File: src/rtl/wb_stage_pkg.sv
`default_nettype none
// ============================================================================
// Package : CPU_profile
// Purpose : Shared CPU-wide definitions used by the write-back stage: the
//           datapath width, the write-back source select encoding and the
//           load funct3 encodings.
// Rev     : 1.0  initial release
// ============================================================================
package CPU_profile;

    localparam int XLEN = 32;

    // Write-back source select; the reserved code behaves as ALU.
    typedef enum logic [1:0] {
        WB_SEL_ALU  = 2'd0,
        WB_SEL_LOAD = 2'd1,
        WB_SEL_PC4  = 2'd2,
        WB_SEL_RSVD = 2'd3
    } wb_sel_e;

    // Load funct3 encodings (RV32I).
    localparam logic [2:0] F3_LB  = 3'b000;
    localparam logic [2:0] F3_LH  = 3'b001;
    localparam logic [2:0] F3_LW  = 3'b010;
    localparam logic [2:0] F3_LBU = 3'b100;
    localparam logic [2:0] F3_LHU = 3'b101;

endpackage
`default_nettype wire

File: src/rtl/wb_stage_load_extract.sv
`default_nettype none
// ============================================================================
// Module  : load_extract
// Purpose : Combinational load-data alignment. Picks the byte or halfword
//           lane addressed by addr_lo out of the raw memory word and sign- or
//           zero-extends it according to funct3.
// Ports   : funct3  - load type
//           addr_lo - byte offset of the load address
//           rdata   - raw word returned by data memory
//           data    - aligned, extended load result
// Rev     : 1.0  initial release
// ============================================================================
module load_extract
    import CPU_profile::*;
(
    input  logic [2:0]      funct3,
    input  logic [1:0]      addr_lo,
    input  logic [XLEN-1:0] rdata,
    output logic [XLEN-1:0] data
);

    logic [7:0]  byte_sel;
    logic [15:0] half_sel;

    always_comb begin
        byte_sel = rdata[7:0];
        case (addr_lo)
            2'd0:    byte_sel = rdata[7:0];
            2'd1:    byte_sel = rdata[15:8];
            2'd2:    byte_sel = rdata[23:16];
            default: byte_sel = rdata[31:24];
        endcase
        // Halfword lane only depends on bit 1; misaligned halfwords are not
        // this stage's concern.
        half_sel = addr_lo[1] ? rdata[31:16] : rdata[15:0];
    end

    always_comb begin
        data = '0;
        case (funct3)
            F3_LB:   data = {{(XLEN-8){byte_sel[7]}}, byte_sel};
            F3_LBU:  data = {{(XLEN-8){1'b0}}, byte_sel};
            F3_LH:   data = {{(XLEN-16){half_sel[15]}}, half_sel};
            F3_LHU:  data = {{(XLEN-16){1'b0}}, half_sel};
            F3_LW:   data = rdata;
            default: data = '0;
        endcase
    end

endmodule
`default_nettype wire

File: src/rtl/wb_stage.sv
`default_nettype none
// ============================================================================
// Module  : wb_stage
// Purpose : Pipeline write-back stage. Accepts one instruction per cycle from
//           MEM, waits for the data-memory response on loads (with a
//           watchdog), and drives the register-file write port for exactly
//           one cycle per retired instruction.
// Config  : define WB_FWD_EN to add the fwd_* bypass / load-use outputs.
// Ports   : ACLK, ARESETn (async assert, active-low)
//           mem_valid/mem_ready handshake + mem_* instruction fields
//           dmem_rvalid/dmem_rdata load response
//           rf_wen/rf_rd_idx/rf_rd_wdata register-file write port
//           retire (per-instruction pulse), wb_err (sticky watchdog flag)
//           fwd_valid/fwd_rd_idx/fwd_data/fwd_pending (WB_FWD_EN only)
// Rev     : 1.0  initial release
// ============================================================================
module wb_stage
    import CPU_profile::*;
#(
    parameter int MAX_WAIT = 255
) (
    input  logic            ACLK,
    input  logic            ARESETn,
    input  logic            mem_valid,
    output logic            mem_ready,
    input  logic            mem_reg_wen,
    input  logic [4:0]      mem_rd_idx,
    input  wb_sel_e         mem_wb_sel,
    input  logic [2:0]      mem_funct3,
    input  logic [1:0]      mem_addr_lo,
    input  logic [XLEN-1:0] mem_alu_result,
    input  logic [XLEN-1:0] mem_pc4,
    input  logic            dmem_rvalid,
    input  logic [XLEN-1:0] dmem_rdata,
    output logic            rf_wen,
    output logic [4:0]      rf_rd_idx,
    output logic [XLEN-1:0] rf_rd_wdata,
    output logic            retire,
`ifdef WB_FWD_EN
    output logic            fwd_valid,
    output logic [4:0]      fwd_rd_idx,
    output logic [XLEN-1:0] fwd_data,
    output logic            fwd_pending,
`endif
    output logic            wb_err
);

    localparam logic [1:0] ST_EMPTY     = 2'd0;
    localparam logic [1:0] ST_WAIT_LOAD = 2'd1;
    localparam logic [1:0] ST_FULL      = 2'd2;

    // Counter value on the last tolerated idle cycle: the next idle edge
    // would make the count reach MAX_WAIT, so that edge times out instead.
    localparam logic [7:0] WAIT_LAST = 8'(MAX_WAIT - 1);

    logic [1:0]      state;
    logic            reg_wen;
    logic [4:0]      rd_idx;
    logic [2:0]      funct3;
    logic [1:0]      addr_lo;
    logic [XLEN-1:0] result;
    logic [7:0]      wait_cnt;
    logic            err;

    logic            accept;
    logic            timeout;
    logic            rd_live;
    logic [XLEN-1:0] load_data;

    load_extract u_load_extract (
        .funct3  (funct3),
        .addr_lo (addr_lo),
        .rdata   (dmem_rdata),
        .data    (load_data)
    );

    assign mem_ready = (state != ST_WAIT_LOAD);
    assign accept    = mem_valid & mem_ready;
    assign timeout   = (state == ST_WAIT_LOAD) & ~dmem_rvalid & (wait_cnt == WAIT_LAST);
    assign rd_live   = reg_wen & (rd_idx != 5'd0);

    always_ff @(posedge ACLK or negedge ARESETn) begin
        if (!ARESETn) begin
            state    <= ST_EMPTY;
            reg_wen  <= 1'b0;
            rd_idx   <= 5'd0;
            funct3   <= 3'd0;
            addr_lo  <= 2'd0;
            result   <= '0;
            wait_cnt <= 8'd0;
            err      <= 1'b0;
        end else begin
            case (state)
                ST_WAIT_LOAD: begin
                    // A real response wins over a timeout in the same cycle.
                    if (dmem_rvalid) begin
                        result <= load_data;
                        state  <= ST_FULL;
                    end else if (timeout) begin
                        result <= '0;
                        err    <= 1'b1;
                        state  <= ST_FULL;
                    end else begin
                        wait_cnt <= wait_cnt + 8'd1;
                    end
                end
                default: begin
                    // EMPTY and FULL both accept; from FULL this gives
                    // back-to-back commits at one per cycle.
                    if (accept) begin
                        reg_wen <= mem_reg_wen;
                        rd_idx  <= mem_rd_idx;
                        funct3  <= mem_funct3;
                        addr_lo <= mem_addr_lo;
                        if (mem_wb_sel == WB_SEL_LOAD) begin
                            wait_cnt <= 8'd0;
                            state    <= ST_WAIT_LOAD;
                        end else begin
                            result <= (mem_wb_sel == WB_SEL_PC4) ? mem_pc4 : mem_alu_result;
                            state  <= ST_FULL;
                        end
                    end else begin
                        state <= ST_EMPTY;
                    end
                end
            endcase
        end
    end

    // Write port is gated by FULL so it reads as all-zero whenever nothing
    // is committing, including during reset.
    assign retire      = (state == ST_FULL);
    assign rf_wen      = retire & rd_live;
    assign rf_rd_idx   = retire ? rd_idx : 5'd0;
    assign rf_rd_wdata = retire ? result : '0;
    assign wb_err      = err;

`ifdef WB_FWD_EN
    assign fwd_valid   = rf_wen;
    assign fwd_rd_idx  = rf_rd_idx;
    assign fwd_data    = rf_rd_wdata;
    assign fwd_pending = (state == ST_WAIT_LOAD) & rd_live;
`endif

endmodule
`default_nettype wire

File: config.mk
export PLATFORM = sky130hd
export DESIGN_NAME = wb_stage
export DESIGN_NICKNAME = d
export VERILOG_FILES = /design/src/rtl/wb_stage_pkg.sv /design/src/rtl/wb_stage_load_extract.sv /design/src/rtl/wb_stage.sv
export SDC_FILE = /design/constraint.sdc
export NUM_CORES = 1
export LEC_CHECK = 0
export ABC_AREA = 1
export BUFFER_PORTS_ARGS = -buffer_cell sky130_fd_sc_hd__buf_2
export CAP_MARGIN = 20
export CORE_MARGIN = 4
export CORE_UTILIZATION = 26
export CTS_BUF_LIST = sky130_fd_sc_hd__clkbuf_2 sky130_fd_sc_hd__clkbuf_4 sky130_fd_sc_hd__clkbuf_8
export CTS_CLUSTER_DIAMETER = 60
export DETAILED_ROUTE_END_ITERATION = 12
export MAX_ROUTING_LAYER = met4
export PLACE_DENSITY = 0.57
export SLEW_MARGIN = 20
export SYNTH_ARGS = -nofsm -noshare
export SYNTH_HDL_FRONTEND = slang
export SYNTH_SLANG_ARGS = --single-unit
File: constraint.sdc
create_clock -name ACLK -period 1.46 [get_ports ACLK]
set_clock_uncertainty 0.05 [all_clocks]
set_input_delay 0.438 -clock ACLK [delete_from_list [all_inputs] [get_ports ACLK]]
set_output_delay 0.438 -clock ACLK [all_outputs]
set_load 0.03 [all_outputs]
Yosys cells after proc, flatten, opt, wreduce, memory -nomap -nowiden
Cells that the tools add are included.
Cells by class
  add/sub/neg operators: 1
  multipliers: 0
  divide/modulo/power cells: 0
  magnitude comparators: 0
  equal/unequal tests: 16
  shifts and indexed selects: 0
  multiplexer cells: 21
  bitwise operators: 7
  reductions and logical operators: 9
Operators with widths (number)
  $mux 32: 7
  $pmux 32 s5: 1
  $mux 8: 5
  $pmux 8 s3: 1
  $mux 16: 1
  $mux 2: 5
  $add 8x1->8 const B: 1
  $eq 8x8->1 const B: 1
  $eq 2x1->1 const B: 3
  $eq 2x2->1 const B: 3
  $eq 3x3->1 const B: 2
  $ne 2x2->1 const B: 3
  $reduce_and 3->1: 2
  $and 1x1->1: 5
  $mux 5: 1
  $reduce_bool 5->1: 1
  $reduce_and 4->1: 1
  $reduce_bool 2->1: 2
  $eq 3x1->1 const B: 1
  $eq 3x2->1 const B: 1
  $logic_not 3->1: 1
  $ne 3x3->1 const B: 1
  $logic_not 2->1: 1
  $ne 2x1->1 const B: 1
  other kinds (2): 3
Word-level totals
  bits in registers: 54
  latch bits: 0
  memory bits (writable): 0
  ROM bits: 0
  bits of input ports: 113
  output and inout bits: 41
  word-level logic and storage cells: 62
  memories: 0

Depth between registers and ports, before layout
  depth after elaboration: 6
  depth in mapped cells: 11
  depth with buffers taken out: 10

Hierarchy
From an unflattened synthesis, not the netlist that was laid out.
Unflattened totals
  cells, all modules: 766
  area, all modules: 4621.9 um^2
Modules (own cells, without submodules)
  wb_stage: instances 1, cells an instance 559, area an instance 3470.8 um^2, seq. area each 1351.3 um^2
  load_extract: instances 1, cells an instance 207, area an instance 1151.1 um^2, seq. area each 0.0 um^2

Worst setup path before layout
Ideal clock, no wire load.
  path kind: reg2out
  from: reg state[0]
  to: out rf_rd_wdata[10]
  data arrival time: 1.694 ns
  data required time: 0.972 ns
  path slack: -0.722 ns
  stages on the path, launching flop included: 5
  path buffers: 1
  path through: dfrtp_1 nor2_1 inv_2 buf_1 nor2_1
On the way
  longest elaborated chain between the ends: 2
RTL lines
  from (decl): line wb_stage.sv:56  | logic [1:0] state;
  from (signal assigned): line wb_stage.sv:84  | state <= ST_EMPTY;
  from (signal assigned): line wb_stage.sv:98  | state <= ST_FULL;
  from (signal assigned): line wb_stage.sv:102  | state <= ST_FULL;
  $eq 2x2->1: line wb_stage.sv:132  | assign retire = (state == ST_FULL);
  named net retire: line wb_stage.sv:38  | output logic retire,
  $mux 32: line wb_stage.sv:135  | assign rf_rd_wdata = retire ? result : '0;
  to (decl): line wb_stage.sv:37  | output logic [XLEN-1:0] rf_rd_wdata,
The timed path passes the listed nets, and every way through them passes these cells.

Worst setup path in the final report
  from: reg state[0]
  to: out rf_wen
On the way
  longest elaborated chain between the ends: 2
RTL lines
  $eq 2x2->1: line wb_stage.sv:132
  $and 1x1->1: line wb_stage.sv:133  | assign rf_wen = retire & rd_live;
  to (decl): line wb_stage.sv:35  | output logic rf_wen,
No other way between the ends.

==> summary.md <==
| Metric | Value |
|---|---|
| Largest family of logic cells by synthesized area | `simple AND/OR/NAND/NOR gates` |
| Syn_nets | `839` |
| Max clock buf depth | `2` |
| Pre-CTS WS | `-0.2102 ns` |
| WP data required | `0.97 ns` |
| Distinct cells, synth | `27` |
| Largest net degree at the start of global routing | `55` |
| Leak Pwr | `3.621 nW` |
| Drt wl/cell | `13.48 µm` |
| Routed Antenna Nets | `0` |
| Core Box Area | `15830 µm²` |
| Max Cap Viol | `0` |
| Setup TNS | `-20.67 ns` |
| Htree depth | `2` |
| RSZ-0062 raised after global routing | `yes` |
| Vias in the first global route | `4904` |
| Chip Height | `134.8 µm` |
| Tmin final | `1.914 ns` |
| Slew at the pin closest to its max-slew limit | `0.3223 ns` |
| Critical-path cell list | `nor2_4 -> buf_4 -> buf_6 -> o311ai_1 -> inv_1 -> buf_6` |
| Crit path launch type | `register` |
| Post-layout util | `0.4469` |
| Clk_lat worst skew | `0.32 ns` |
| Fill count | `1618` |
| IO Pins | `154` |
| Commonest non-fill, non-tap cells in the layout | `247 x nand2_1, 113 x buf_2, 84 x inv_1, 75 x nor2_4, 63 x buf_4` |
| Die ar. | `18170 µm²` |
| Peak VDD IR | `505.1 µV` |
| Post-synthesis register bit count | `54` |
| Critical-path top delay cell | `dfrtp_1` |
| Setup violations, final | `77` |
| Via count | `4950` |
| Area grow syn2layout | `69.25%` |
| Critical Path End Type | `output pin` |
| Grt total ovfl | `0` |
| DP HPWL | `11.86 mm` |
| Buffers on Ports | `153` |
| TritonCTS clock tree | `yes` |
| Yosys warnings | `0` |
| Area fraction in compound gates after synthesis | `0.1228` |
| Post-synthesis simple-gate area fraction | `0.4120` |
| Crit path arrival time | `1.43 ns` |
| Maximum clock rate | `522.3 MHz` |
| FP Rows | `46` |
| Worst Path Max Fanout | `2` |
| Xor/xnor share of the synthesized area | `0.002096` |
| Mapped Cells | `724` |
| Final hold slack | `0.05082 ns` |
| Reg2reg setup slack | `-0.18 ns` |
| Setup slack after layout | `-0.4545 ns` |
| Final GP Congestion | `0.8807` |
| All-Layer GR Usage | `0.1758` |
| DRT iter0 DRCs | `266` |
| Inst Count DP | `1128` |
| Pins Over Slew Limit | `0` |
| Mux cell area share after synthesis | `0.002695` |
| Syn_area_per_cell | `5.772 µm²` |
| Clock-pin slew of the registers on the worst-case setup and hold paths | `0.10 ns` |
| Clk sink count | `54` |
| WS Path Type | `reg2out` |
| Power Dens Cells | `873.2 nW/µm²` |
| 1st-pass router iterations | `4` |
| Die Wd | `134.8 µm` |
| Layout cells sized above 1 | `0.4185` |
| Clock buffer count from CTS | `5` |
| Cell mode on critical path | `buf_6` |
| Status | `complete, but fails checks` |
| HP Class | `in2async` |
| Slowest cell delay on critical path | `0.44 ns` |
| Initial antenna violation count | `1` |
| Post-layout nets | `1053` |
| Final Hold Violating Endpoints | `0` |
| Post-route DRC | `0` |
| Initial core utilization | `0.2640` |
| Commonest non-fill, non-tap cell in the layout | `nand2_1` |
| Seq/Total Area, Yosys | `0.3234` |
| Mapped cell area | `4179 µm²` |
| Post-route cell area | `7073 µm²` |
| Vias per cell | `4.278` |
| Failing checks | `negative setup slack` |
| Fin cells | `1157` |
| Worst slew margin | `0.7829` |
| Total power draw | `6.176 mW` |
| Final period utilization | `1.311` |
| Placed cell area | `5942 µm²` |
| Adder-cell share of the synthesized area | `0.005988` |
| DRT Wirelength | `15.60 mm` |
| First-pass GRT wire length | `24.70 mm` |
| Hold Buf Count CTS | `0` |
| Root Buffer | `clkbuf_8` |
-- metal layers --
metal,part of all wire,global-route usage,wire [µm]
met1,0.44,0.2220,6829
met5,0,-,0
met4,0.0072,0.02885,112
met3,0.059,0.03577,914
met2,0.50,0.2971,7742
-- worst paths after layout --
check                                    from           to  cells past startpoint
worst min-delay path                  ARESETn  wait_cnt[1]                      2
max in group asynchronous             ARESETn    result[2]                      2
worst max-delay path                 state[0]       rf_wen                      6
min in group ACLK               mem_rd_idx[2]    rd_idx[2]                      3
worst max register to register    wait_cnt[0]   result[28]                     11
worst min register to register         wb_err       wb_err                      1
-- critical path, delay by kind of cell, from the launching register on --
| family | cells | cell delay, ns |
|---|---|---|
| AO/OA/AOI/OAI | 1 | 0.08 |
| buffers and inverters | 4 | 0.43 |
| flip-flops | 1 | 0.44 |
| AND/OR/NAND/NOR | 1 | 0.15 |
-- layout make-up --
| class | count | area (µm²) | share of cell area |
|---|---|---|---|
| diodes | 2 | 5.005 | 0.0007076 |
| multi-input cells | 540 | 2989 | 0.4226 |
| clock buffers | 5 | 68.82 | 0.009729 |
| well taps | 216 | 270.3 | 0.03821 |
| flip-flops and latches | 54 | 1351 | 0.1910 |
| clock inverters | 3 | 45.04 | 0.006368 |
| repair buffers | 241 | 1968 | 0.2783 |
| inverters | 96 | 375.4 | 0.05307 |
-- what timing repair did --
| action | CTS | global route |
|---|---|---|
| gates cloned | 5 | 0 |
| pin swaps | 56 | 14 |
| gates resized for setup | 197 | 37 |
| endpoints found under the setup margin | 82 | 87 |
| setup buffers | 13 | 3 |
-- logic make-up after synthesis --
kind of cell | count (synthesis)
compound gates | 100
xor+xnor | 1
fa+ha+maj | 2
buf+inv | 130
flops | 54
mux | 1
simple gates | 436
-- power by group --
group          switching [mW]  internal [mW]  total [mW]  leakage (nW)
Combinational            1.78           1.43        3.21          2.93
Clock                   0.549          0.511        1.06        0.0504
Sequential              0.167           1.74        1.90         0.644
Total                    2.49           3.68        6.18          3.62
-- sequential cells by signal, summed over array words and instances (netlist names) --
signal,count
reg_wen,1
state,2
result,32
rd_idx,5
wait_cnt,8
addr_lo,2
wb_err,1
funct3,3
-- synth_stat cells, drive strengths merged --
cell type    n  area, µm²
a21oi       75      375.4
a31o         1      8.760
buf         27      157.7
clkbuf       7      26.28
clkinv       1      5.000
dfrtp       54       1351
ha           2      25.02
inv         95      359.1
mux2         1      11.26
nand2      257      982.2
nand3       24      120.1
nand3b       1      7.510
nand4        2      12.51
nor2       151      594.3
nor3         1      5.000
o211a        1      10.01
o21ai       22      110.1
o311ai       1      8.760
xor2         1      8.760
No activity file was read; power rests on OpenSTA's default activity.
